### src/rtl/syscall_console.sv
// syscall_console: buffered display FIFO plus exit sequencer for the syscall
// decode stage. Display words are queued and drained through a valid/ready
// sink port; an exit request waits for the queue to empty, then raises a
// sticky halt that only reset clears.
//
// Handshakes: a transfer happens on a rising edge where valid && ready are
// both high. Syscall side: sys_valid/sys_ready (stall = sys_valid && !sys_ready).
// Sink side: out_valid/out_ready; out_data is held stable while out_valid is
// high and out_ready is low.
module syscall_console #(
    parameter  int DEPTH = 8,
    localparam int CW    = $clog2(DEPTH) + 1
) (
    input  logic          clk,
    input  logic          reset,
    input  logic          sys_valid,
    input  logic [31:0]   sys_code,
    input  logic [31:0]   sys_arg,
    output logic          sys_ready,
    output logic          stall,
    output logic          out_valid,
    output logic [31:0]   out_data,
    input  logic          out_ready,
    output logic [CW-1:0] count,
    output logic          halt,
    output logic [1:0]    dbg_state
);

    localparam int AW = $clog2(DEPTH);

    localparam logic [1:0] ST_RUN    = 2'd0;
    localparam logic [1:0] ST_DRAIN  = 2'd1;
    localparam logic [1:0] ST_HALTED = 2'd2;

    localparam logic [31:0] CODE_DISPLAY = 32'd1;
    localparam logic [31:0] CODE_EXIT    = 32'd2;

    logic [1:0]    r_state;
    logic [AW-1:0] r_rd_ptr;
    logic [AW-1:0] r_wr_ptr;
    logic [CW-1:0] r_count;
    logic [31:0]   r_out_data;
    logic [31:0]   r_mem [DEPTH];

    logic          w_full;
    logic          w_empty;
    logic          w_accept;
    logic          w_push;
    logic          w_exit;
    logic          w_pop;
    logic [CW-1:0] w_count_next;
    logic [AW-1:0] w_rd_next;
    logic [31:0]   w_head_next;
    logic [1:0]    w_state_next;

    assign w_full    = (r_count == CW'(DEPTH));
    assign w_empty   = (r_count == '0);

    assign sys_ready = (r_state == ST_RUN) && !w_full;
    assign stall     = sys_valid && !sys_ready;
    assign out_valid = !w_empty && (r_state != ST_HALTED);
    assign out_data  = r_out_data;
    assign count     = r_count;
    assign halt      = (r_state == ST_HALTED);
    assign dbg_state = r_state;

    assign w_accept  = sys_valid && sys_ready;
    assign w_push    = w_accept && (sys_code == CODE_DISPLAY);
    assign w_exit    = w_accept && (sys_code == CODE_EXIT);
    assign w_pop     = out_valid && out_ready;

    assign w_rd_next = w_pop ? (r_rd_ptr + AW'(1)) : r_rd_ptr;

    // Next head word: if the slot the head moves to is being written this
    // cycle (empty FIFO, or a single entry popped while pushing), bypass the
    // incoming word; otherwise the slot already holds valid data.
    assign w_head_next = (w_push && (w_rd_next == r_wr_ptr)) ? sys_arg : r_mem[w_rd_next];

    // Occupancy update: +1 push only, -1 pop only, unchanged otherwise.
    always_comb begin
        w_count_next = r_count;
        case ({w_push, w_pop})
            2'b10:   w_count_next = r_count + CW'(1);
            2'b01:   w_count_next = r_count - CW'(1);
            default: w_count_next = r_count;
        endcase
    end

    // Sequencer: exit moves to DRAIN; DRAIN halts once the queue will be empty.
    always_comb begin
        w_state_next = r_state;
        case (r_state)
            ST_RUN:    if (w_exit) w_state_next = ST_DRAIN;
            ST_DRAIN:  if (w_count_next == '0) w_state_next = ST_HALTED;
            ST_HALTED: w_state_next = ST_HALTED;
            default:   w_state_next = ST_RUN;
        endcase
    end

    // Control registers: pointers, occupancy, state and the presented word.
    always_ff @(posedge clk) begin
        if (reset) begin
            r_state    <= ST_RUN;
            r_rd_ptr   <= '0;
            r_wr_ptr   <= '0;
            r_count    <= '0;
            r_out_data <= '0;
        end else begin
            r_state  <= w_state_next;
            r_count  <= w_count_next;
            r_rd_ptr <= w_rd_next;
            if (w_push) begin
                r_wr_ptr <= r_wr_ptr + AW'(1);
            end
            // With an empty queue the last presented word is kept.
            if (w_count_next != '0) begin
                r_out_data <= w_head_next;
            end
        end
    end

    // Storage array; contents need no reset since occupancy gates visibility.
    always_ff @(posedge clk) begin
        if (w_push) begin
            r_mem[r_wr_ptr] <= sys_arg;
        end
    end

endmodule

### config.mk
export PLATFORM = sky130hd
export DESIGN_NAME = syscall_console
export DESIGN_NICKNAME = d
export VERILOG_FILES = /design/src/rtl/syscall_console.sv
export SDC_FILE = /design/constraint.sdc
export NUM_CORES = 1
export LEC_CHECK = 0
export BUFFER_PORTS_ARGS = -buffer_cell sky130_fd_sc_hd__buf_2
export CORE_MARGIN = 8
export CORE_UTILIZATION = 55
export DETAILED_ROUTE_END_ITERATION = 7
export PLACE_DENSITY = 0.77
export SLEW_MARGIN = 20
export SYNTH_ARGS = -nofsm -noshare
export SYNTH_HDL_FRONTEND = slang
export SYNTH_SLANG_ARGS = --single-unit
export TNS_END_PERCENT = 100
### constraint.sdc
create_clock -name clk -period 4.4 [get_ports clk]
set_input_delay 0.44 -clock clk [delete_from_list [all_inputs] [get_ports clk]]
set_output_delay 0.44 -clock clk [all_outputs]
set_load 0.01 [all_outputs]
# Word-level counts from Yosys, hierarchy flattened
# Memory sizes are Yosys's and may differ from the RTL's. A register that Yosys moved wholly into a read port is not among the register bits.
# Index checks and enable logic that the tools add are counted.
# totals
reg_bits	12
mem_bits_rw	256
input_bits	68
out_inout_bits	42
elab_cells	41
mem_count	1
# op_classes
add_sub_neg	4
eq_ne	10
mux	7
n_reduce_logical	15
# mem_list
name	depth	word_bits	rd	rd_clocked_by_memory_dff	write_ports	line_no	rtl
r_mem	8	32	1	1	1	43	logic [31:0] r_mem [DEPTH];
# op_table
op	n
32-bit by 1-bit equality test with 1-bit output, second input constant	1
32-bit by 2-bit equality test with 1-bit output, second input constant	1
4-bit zero test	2
4-bit one-hot mux with 2 select lines	1
1-bit logical AND	7
3-bit by 1-bit adder with 3-bit output, second input constant	2
2-bit != test, second input constant	3
2-bit one-hot mux with 3 select lines	1
4-bit by 1-bit adder with 4-bit output, second input constant	1
2-bit by 1-bit equality test with 1-bit output, second input constant	2
2-bit equality test, second input constant	2
4-bit equality test, second input constant	1
2-bit 2-to-1 mux	2
4-bit nonzero test	1
4-bit by 1-bit subtractor with 4-bit output, second input constant	1
1-bit zero test	3
3-bit 2-to-1 mux	1
2-bit zero test	1
1-bit 2-to-1 mux	2
2-bit AND reduction	1

# Logic depth before layout (Yosys ltp)
# Gate-level depths: netlist of run 1.
# logic_depth
word_depth	10
mapped_depth	17
depth_no_buf	14

# Least setup slack after synthesis of run 1
# Ideal clock, no wire load.
# synth_path
path_type	in2reg
from	input port sys_code[3]
to	memory r_mem[2][0] (enable)
setup_ns	0.468
arrival_time_ns	4.033
t_required_ns	3.932
path_slack_ns	-0.101
path_stages	5
n_path_buf	0
path_cell_list	nor4b_1 nand4_1 nor3_1 nand2b_1 nor3b_1
# synth_between
elab_chain_cells	4
# synth_rtl
element	line_no	rtl
start, declared	17	input logic [31:0] sys_code,
32-bit by 1-bit equality test with 1-bit output	68	assign w_push = w_accept && (sys_code == CODE_DISPLAY);
1-bit logical AND	68	
1-bit 2-to-1 mux	124	if (w_push) begin
1-bit 2-to-1 mux (implied by the code)	125	r_mem[r_wr_ptr] <= sys_arg;
end, declared	43	
# No other way between the ends.

# Worst setup path in the final report of run 1
# layout_path
from	register r_state[0] (netlist: dbg_state[0])
to	register r_out_data[29] (netlist: out_data[29]) (read register of r_mem)
# layout_between
elab_chain_cells	7
elab_cells_between_ends	12
cone_classes	eq/ne (3); mux (2); reduce/logical (7)
# layout_rtl
element	line_no	rtl
start, declared	38	logic [1:0] r_state;
start signal, assigned	109	r_state <= w_state_next;
2-bit zero test	59	assign sys_ready = (r_state == ST_RUN) && !w_full;
1-bit logical AND	59	
1-bit logical AND	67	assign w_accept = sys_valid && sys_ready;
1-bit logical AND	68	
2-bit by 1-bit equality test with 1-bit output / 2-bit equality test (equally long branches)	82	case ({w_push, w_pop})
4-bit one-hot mux with 2 select lines	82	
4-bit nonzero test	116	if (w_count_next != '0) begin
end, declared	42	logic [31:0] r_out_data;
# Several ways; a longest one is shown, not always the timed one.
# A chain may end at the register's enable or synchronous reset.

==> results.md, run 1 <==
- Status: finished clean
- Post-route ant nets: 0
- CTS root buffer: clkbuf_16
- DRC Markers: 0
- DP HPWL: 19400 um
- Slowest CP cell: o21bai_4
- Die height: 178 um
- GPL Wtd Cong: between 0.7 and 0.8
- Final Hold Vio Count: 0
- Ys Warns: 0
- Setup skew after layout: 9.72 ps
- Slew Limit Fails: 0
- First-pass GRT wire length: 52900 um
- Port Buffer Count: around 110
- Slew @ Worst Pin: 1010 ps
- CTS Buf Count: 31
- EDFF count, synth: 256
- GRT Resource Usage Total: 21.4%
- Layout cells sized above 1: roughly 29%
- H-tree depth: 1
- Clock slew at reported path FFs: 60 ps
- Leak Pwr: between 0.005 and 0.006 uW
- Final wirelength: between 30000 and 40000 um
- Syn-to-layout area delta: 14.2%
- # fillers: 1898
- Max Freq: roughly 0.25 GHz
- Final critical-path share of the clock period: roughly nine tenths
- MaxCap Viol Count: 0
- Unrepaired setup endpoints after global routing: false
- Post-Syn Area: 14400 sq um
- CP required: roughly 4800 ps
- CP Class: register to register
- Most frequent cells in the layout: edfxtp_1, mux2_2, buf_2
- Vias: 9590
- Hold Crit Class: input port to register
- Crit start category: register
- Initial antenna violation count: 0
- Slew margin rel.: 32.6%
- Placeable Area: 25800 sq um
- CP endpoint kind: register
- Avg WL per Cell: roughly 23 um
- Peak supply drop: ~0.4 mV
- Cells after Synth: 1043
- Commonest non-fill, non-tap cell in the layout: edfxtp_1
- Top FF cell, synth: edfxtp_1
- Vias in the first global route: 9799
- CTS tree: yes
- Crit path largest cell delay: 570 ps
- Total congestion overflow: 0
- Setup_tns: 0 ps
- Syn_nets: 1119
- Crit Path Max Fanout: 17
- Critical Path Most Common Cell: ha_1
- Asr flop ratio synth: 0%
- Setup violators final: 0
- Initial core utilization: 55.6%
- Power per Cell Area: 548 nW/um^2
- Iter 0 DRT Violations: 835
- Worst Path Arrival: ~4400 ps
- Die width: 178 um
- Min cycle time layout: 4040 ps
- Largest net degree at the start of global routing: 213
- Vias per inst: ~6.4
- Mean Syn Cell Area: 13.8 sq um
- Core Rows: 59
- CTS Sinks: 300
- Post-synthesis sequential element count: 300
- Die area: around 32000 sq um
- Layout Utilization: 63.4%
- Num ports: 110
- Clock latency reported for the late side of the worst-skew pair: 550 ps
- Diodes inserted: 0
- Synth cell types: 52
- Clock Tree Buf Depth: 3
- Crit path cell chain: inv_1 -> ha_1 -> nand2b_1 -> nor2_1 -> ha_1 -> xor2_1 -> ha_1 -> a21oi_1 -> xor2_1 -> o21ai_0 -> nand4_1 -> o21bai_4 -> buf_12 -> o32ai_1
- Register area share after synthesis: around three fifths
- Drt first pass iters: 7
- Layout Nets: 1204
flip-flops by register name, indices dropped and copies added (netlist names):
name / count
out_data: 32
r_mem: 256
dbg_state: 2
r_wr_ptr: 3
count: 4
r_rd_ptr: 3
metal layers:
| layer | vias to the layer above | part of all wire, % | GRT usage (%) |
|---|---|---|---|
| met5 | - | 0 | 0 |
| met4 | 0 | 2.9 | 8.27 |
| met3 | 74 | 6.5 | 3.28 |
| met2 | 349 | 50 | 37.6 |
| met1 | 4800 | 41 | 26.2 |
| li1 | 4367 | - | - |
repair_timing:
item | CTS | global route
gates resized for setup | 0 | 1
hold buffers | 0 | 0
endpoints found under the setup margin | 0 | 31
setup buffers | 0 | 0
critical path: cells and delay by family, from the launching register on:
family                     cells  cell delay, ps
adders and majority gates      3             790
AOI/OAI and AO/OA              4             960
DFF                            1             370
and+or+nand+nor                3            1030
xor gates and xnor gates       2             380
buffers and inverters          2             330
cell usage after synthesis, types with 4 or more instances:
| cell | n | area share (%) |
|---|---|---|
| clkbuf_1 | 43 | 1.1 |
| nor4_1 | 6 | 0.26 |
| a2111oi_0 | 21 | 1.3 |
| nor2_1 | 47 | 1.2 |
| buf_1 | 6 | 0.16 |
| nor3_1 | 10 | 0.35 |
| o22ai_1 | 65 | 2.8 |
| nand2b_1 | 5 | 0.22 |
| o32ai_1 | 32 | 2.0 |
| inv_1 | 37 | 0.97 |
| a2111oi_2 | 4 | 0.42 |
| nor2b_1 | 33 | 1.4 |
| ha_1 | 8 | 0.70 |
| a211oi_1 | 64 | 3.3 |
| edfxtp_1 | 256 | 54 |
| mux2i_1 | 99 | 6.9 |
| a221oi_1 | 33 | 2.0 |
| buf_2 | 30 | 1.0 |
| a21oi_1 | 8 | 0.28 |
| buf_4 | 4 | 0.21 |
| mux2_2 | 128 | 10 |
| dfxtp_1 | 44 | 6.1 |
| nand2_1 | 7 | 0.18 |
| a2111oi_1 | 7 | 0.49 |
stage by stage:
step                worst slack, ps  cell area [sq um]  hold slack [ps]  std cells  power (uW)
finish                          356              16400              175       1487        8980
global route                   58.6              16400              170       1487        9350
CTS                             139              16400              152       1486        8980
detailed placement              128              15300              445       1429        6310
global placement                350              15300              439       1429        6220
floorplan                      96.7              14400              474       1043        5580
worst paths after layout:
| check | startpoint | endpoint | slack, ps | cells after the start |
|---|---|---|---|---|
| setup / recovery | dbg_state[0] | out_data[29] | 360 | 14 |
| hold / removal | sys_arg[19] | r_mem[3][19] | 180 | 1 |
| setup reg to reg | dbg_state[0] | out_data[29] | 360 | 14 |
| hold reg to reg | out_data[27] | out_data[27] | 450 | 2 |
report_power, final:
part	internal (uW)	switching [uW]	total, uW
combinational	1380	1640	3020
sequential	3150	124	3280
clock	1640	1050	2680
total	6170	2810	8980
layout make-up:
class                      count  area (sq um)  area share (%)
clock buffer                  38           842            5.14
clock inverter                19           210            1.28
inverter                      37           139           0.847
multi-input combinational    620          5360            32.7
sequential                   300          8570            52.3
tap                          335           419            2.56
timing repair buffer         138           846            5.16
logic make-up (layout without fill, tap and decap cells):
logic type / after synthesis / after routing / share of synthesized area (%)
flops: 300 / 300 / 59.7
compound gates: 246 / 246 / 13.3
mux: 227 / 227 / 16.9
simple gates: 131 / 131 / 5.00
buf+inv: 123 / 232 / 3.74
fa+ha+maj: 8 / 8 / 0.697
xor+xnor: 8 / 8 / 0.680
No activity file was read; power rests on OpenSTA's default activity.
==> run 2, diff against run 1 <==
--- a/config.mk
+++ b/config.mk
@@ -7,9 +7,8 @@
 export LEC_CHECK = 0
 export BUFFER_PORTS_ARGS = -buffer_cell sky130_fd_sc_hd__buf_2
 export CORE_MARGIN = 8
-export CORE_UTILIZATION = 55
+export CORE_UTILIZATION = 40
 export DETAILED_ROUTE_END_ITERATION = 7
-export PLACE_DENSITY = 0.77
 export SLEW_MARGIN = 20
 export SYNTH_ARGS = -nofsm -noshare
 export SYNTH_HDL_FRONTEND = slang
==> run 2 against run 1 <==
Combinational power about the same. Sequential share of layout area shrank 0.44 points. Clock skew rose by 13 ps. Maximum frequency grew 3.5%. First-iteration DRC count down 30%. Power decreased by 0.75%. Critical path depth shrank 2.
==> results.md, run 2 (synthesis results as in run 1) <==
- M1 GR Usage: 21.6% (was 26.2%)
- Vias per inst: 5.79 (was 6.45)
- Die height: 205 um (was 178 um)
- Total congestion overflow: 0 (unchanged)
- H-tree depth: 2 (was 1)
- Drt first pass iters: 5 (was 7)
- CP required: 4790 ps (was 4800 ps)
- Initial antenna violation count: 2 (was 0)
- CP Class: register to register (unchanged)
- GPL Wtd Cong: 0.751 (was 0.749)
- Clock latency reported for the late side of the worst-skew pair: 520 ps (was 550 ps)
- Num ports: 110 (unchanged)
- FF-to-FF path depth: 12 (was 14)
- Largest register FFs: 256 (unchanged)
- Largest Register: r_mem (unchanged)
- Slew Limit Fails: 0 (unchanged)
- Worst Path Arrival: 4300 ps (was 4440 ps)
- Initial core utilization: 40.5% (was 55.6%)
- Most frequent cells in the layout: edfxtp_1, mux2_2, buf_2 (unchanged)
- First-pass GRT wire length: 55600 um (was 52900 um)
- CTS tree: yes (unchanged)
- Crit Path Max Fanout: 32 (was 17)
- Post-route ant nets: 0 (unchanged)
- Largest net degree at the start of global routing: 137 (was 213)
- GRT Resource Usage Total: 16.9% (was 21.4%)
- Die area: 42200 sq um (was 31500 sq um)
- Met3 usage: 2.80% (was 3.28%)
- CTS root buffer: clkbuf_16 (unchanged)
- CTS Sinks: 300 (unchanged)
- Layout Utilization: 46.6% (was 63.4%)
- Clock slew at reported path FFs: 60 ps (about the same)
- Final Hold Vio Count: 0 (unchanged)
- CP endpoint kind: register (unchanged)
- Core Rows: 69 (was 59)
- Vias in the first global route: 9675 (was 9799)
- MaxCap Viol Count: 0 (unchanged)
- DP HPWL: 19900 um (was 19400 um)
- Setup skew after layout: 22.3 ps (was 9.72 ps)
- Peak supply drop: 0.379 mV (was 0.398 mV)
- Hold Crit Class: input port to register (unchanged)
- Setup violators final: 0 (unchanged)
- FF+latch area: 8570 sq um (unchanged)
- Clock Tree Buf Depth: 3 (unchanged)
- Power per Cell Area: 539 nW/um^2 (was 548 nW/um^2)
- Min cycle time layout: 3910 ps (was 4040 ps)
- # fillers: 3107 (was 1898)
- Diodes inserted: 0 (unchanged)
- Syn-to-layout area delta: 15.1% (was 14.2%)
- Placeable Area: 35500 sq um (was 25800 sq um)
- Hold Crit Depth: 1 (unchanged)
- Layout cells sized above 1: 28.8% (was 29.1%)
- Slew @ Worst Pin: 876 ps (was 1010 ps)
- Status: finished clean (unchanged)
- DRC Markers: 0 (unchanged)
- Leak Pwr: 0.00519 uW (was 0.00522 uW)
- Die width: 205 um (was 178 um)
- Post-CTS Hold Fix Bufs: 0 (unchanged)
- Unrepaired setup endpoints after global routing: false (unchanged)
- Setup_tns: 0 ps (unchanged)
- CTS Buf Count: 34 (was 31)
- Iter 0 DRT Violations: 588 (was 835)
- Slew margin rel.: 41.6% (was 32.6%)
- Final critical-path share of the clock period: 88.8% (was 91.9%)
- Final wirelength: 36100 um (was 34400 um)
- Port Buffer Count: 109 (unchanged)
- Vias: 9370 (was 9590)
- Avg WL per Cell: 22.3 um (was 23.1 um)
- Commonest non-fill, non-tap cell in the layout: edfxtp_1 (unchanged)
- Most used routing layer: met2 (unchanged)
- Cts repair resizes: 0 (unchanged)
- Final hold slack: 207 ps (was 175 ps)
- Max Freq: 0.256 GHz (was 0.247 GHz)
- Crit start category: register (unchanged)
- Met2 usage: 29.0% (was 37.6%)
- Area of the multi-input gates: 5360 sq um (unchanged)
- Post-CTS setup buffer count: 0 (unchanged)
- Layout Nets: 1207 (was 1204)
## run 2: final timing paths
check / from / end / slack, ps
max: dbg_state[0] / out_data[16] / 490
min: sys_arg[18] / r_mem[4][18] / 210
max reg2reg: dbg_state[0] / out_data[16] / 490
min reg2reg: out_data[4] / out_data[4] / 450
## run 2: area by class of cell
| cell class | count | area share (%) |
|---|---|---|
| Sequential cell | 300 | 51.9 |
| Timing Repair Buffer | 138 | 5.07 |
| Tap cell | 461 | 3.49 |
| Clock inverter | 7 | 0.333 |
| Inverter | 37 | 0.840 |
| Multi-Input combinational cell | 620 | 32.4 |
| Clock buffer | 54 | 5.97 |
## run 2: metrics by stage
stage          power (uW)  instances  area, sq um  worst slack, ps
3_3_place_gp         6270       1556        15500              599
2_1_floorplan        5580       1043        14400             96.7
4_1_cts              8990       1617        16500              493
6_report             8910       1617        16500              492
5_1_grt              9340       1617        16500              182
3_5_place_dp         6340       1556        15500              384
## run 2: worst max-delay path, stage by stage (launching register included)
cell and delay [ps]:
dfxtp_1 370, inv_1 90, ha_1 220, nand2b_1 280, nor2_1 450, ha_1 350
a21bo_2 250, a221oi_1 310, mux2i_1 310, nand4_1 250, or3_1 370, buf_4 310
o32ai_1 220
## run 2: report_power, final
group	leakage [uW]	internal [uW]	switching, uW
combinational	0.00203	1340	1650
clock	0.000506	1540	1090
sequential	0.00266	3160	131
total	0.00519	6040	2870
## run 2: layer usage
metal | part of all wire (%) | up-vias | wire length [um]
met2 | 48 | 229 | 17500
met3 | 5.3 | 59 | 1910
met5 | 0.069 | - | 25
met4 | 2.0 | 4 | 721
met1 | 44 | 4703 | 16000
li1 | - | 4375 | -
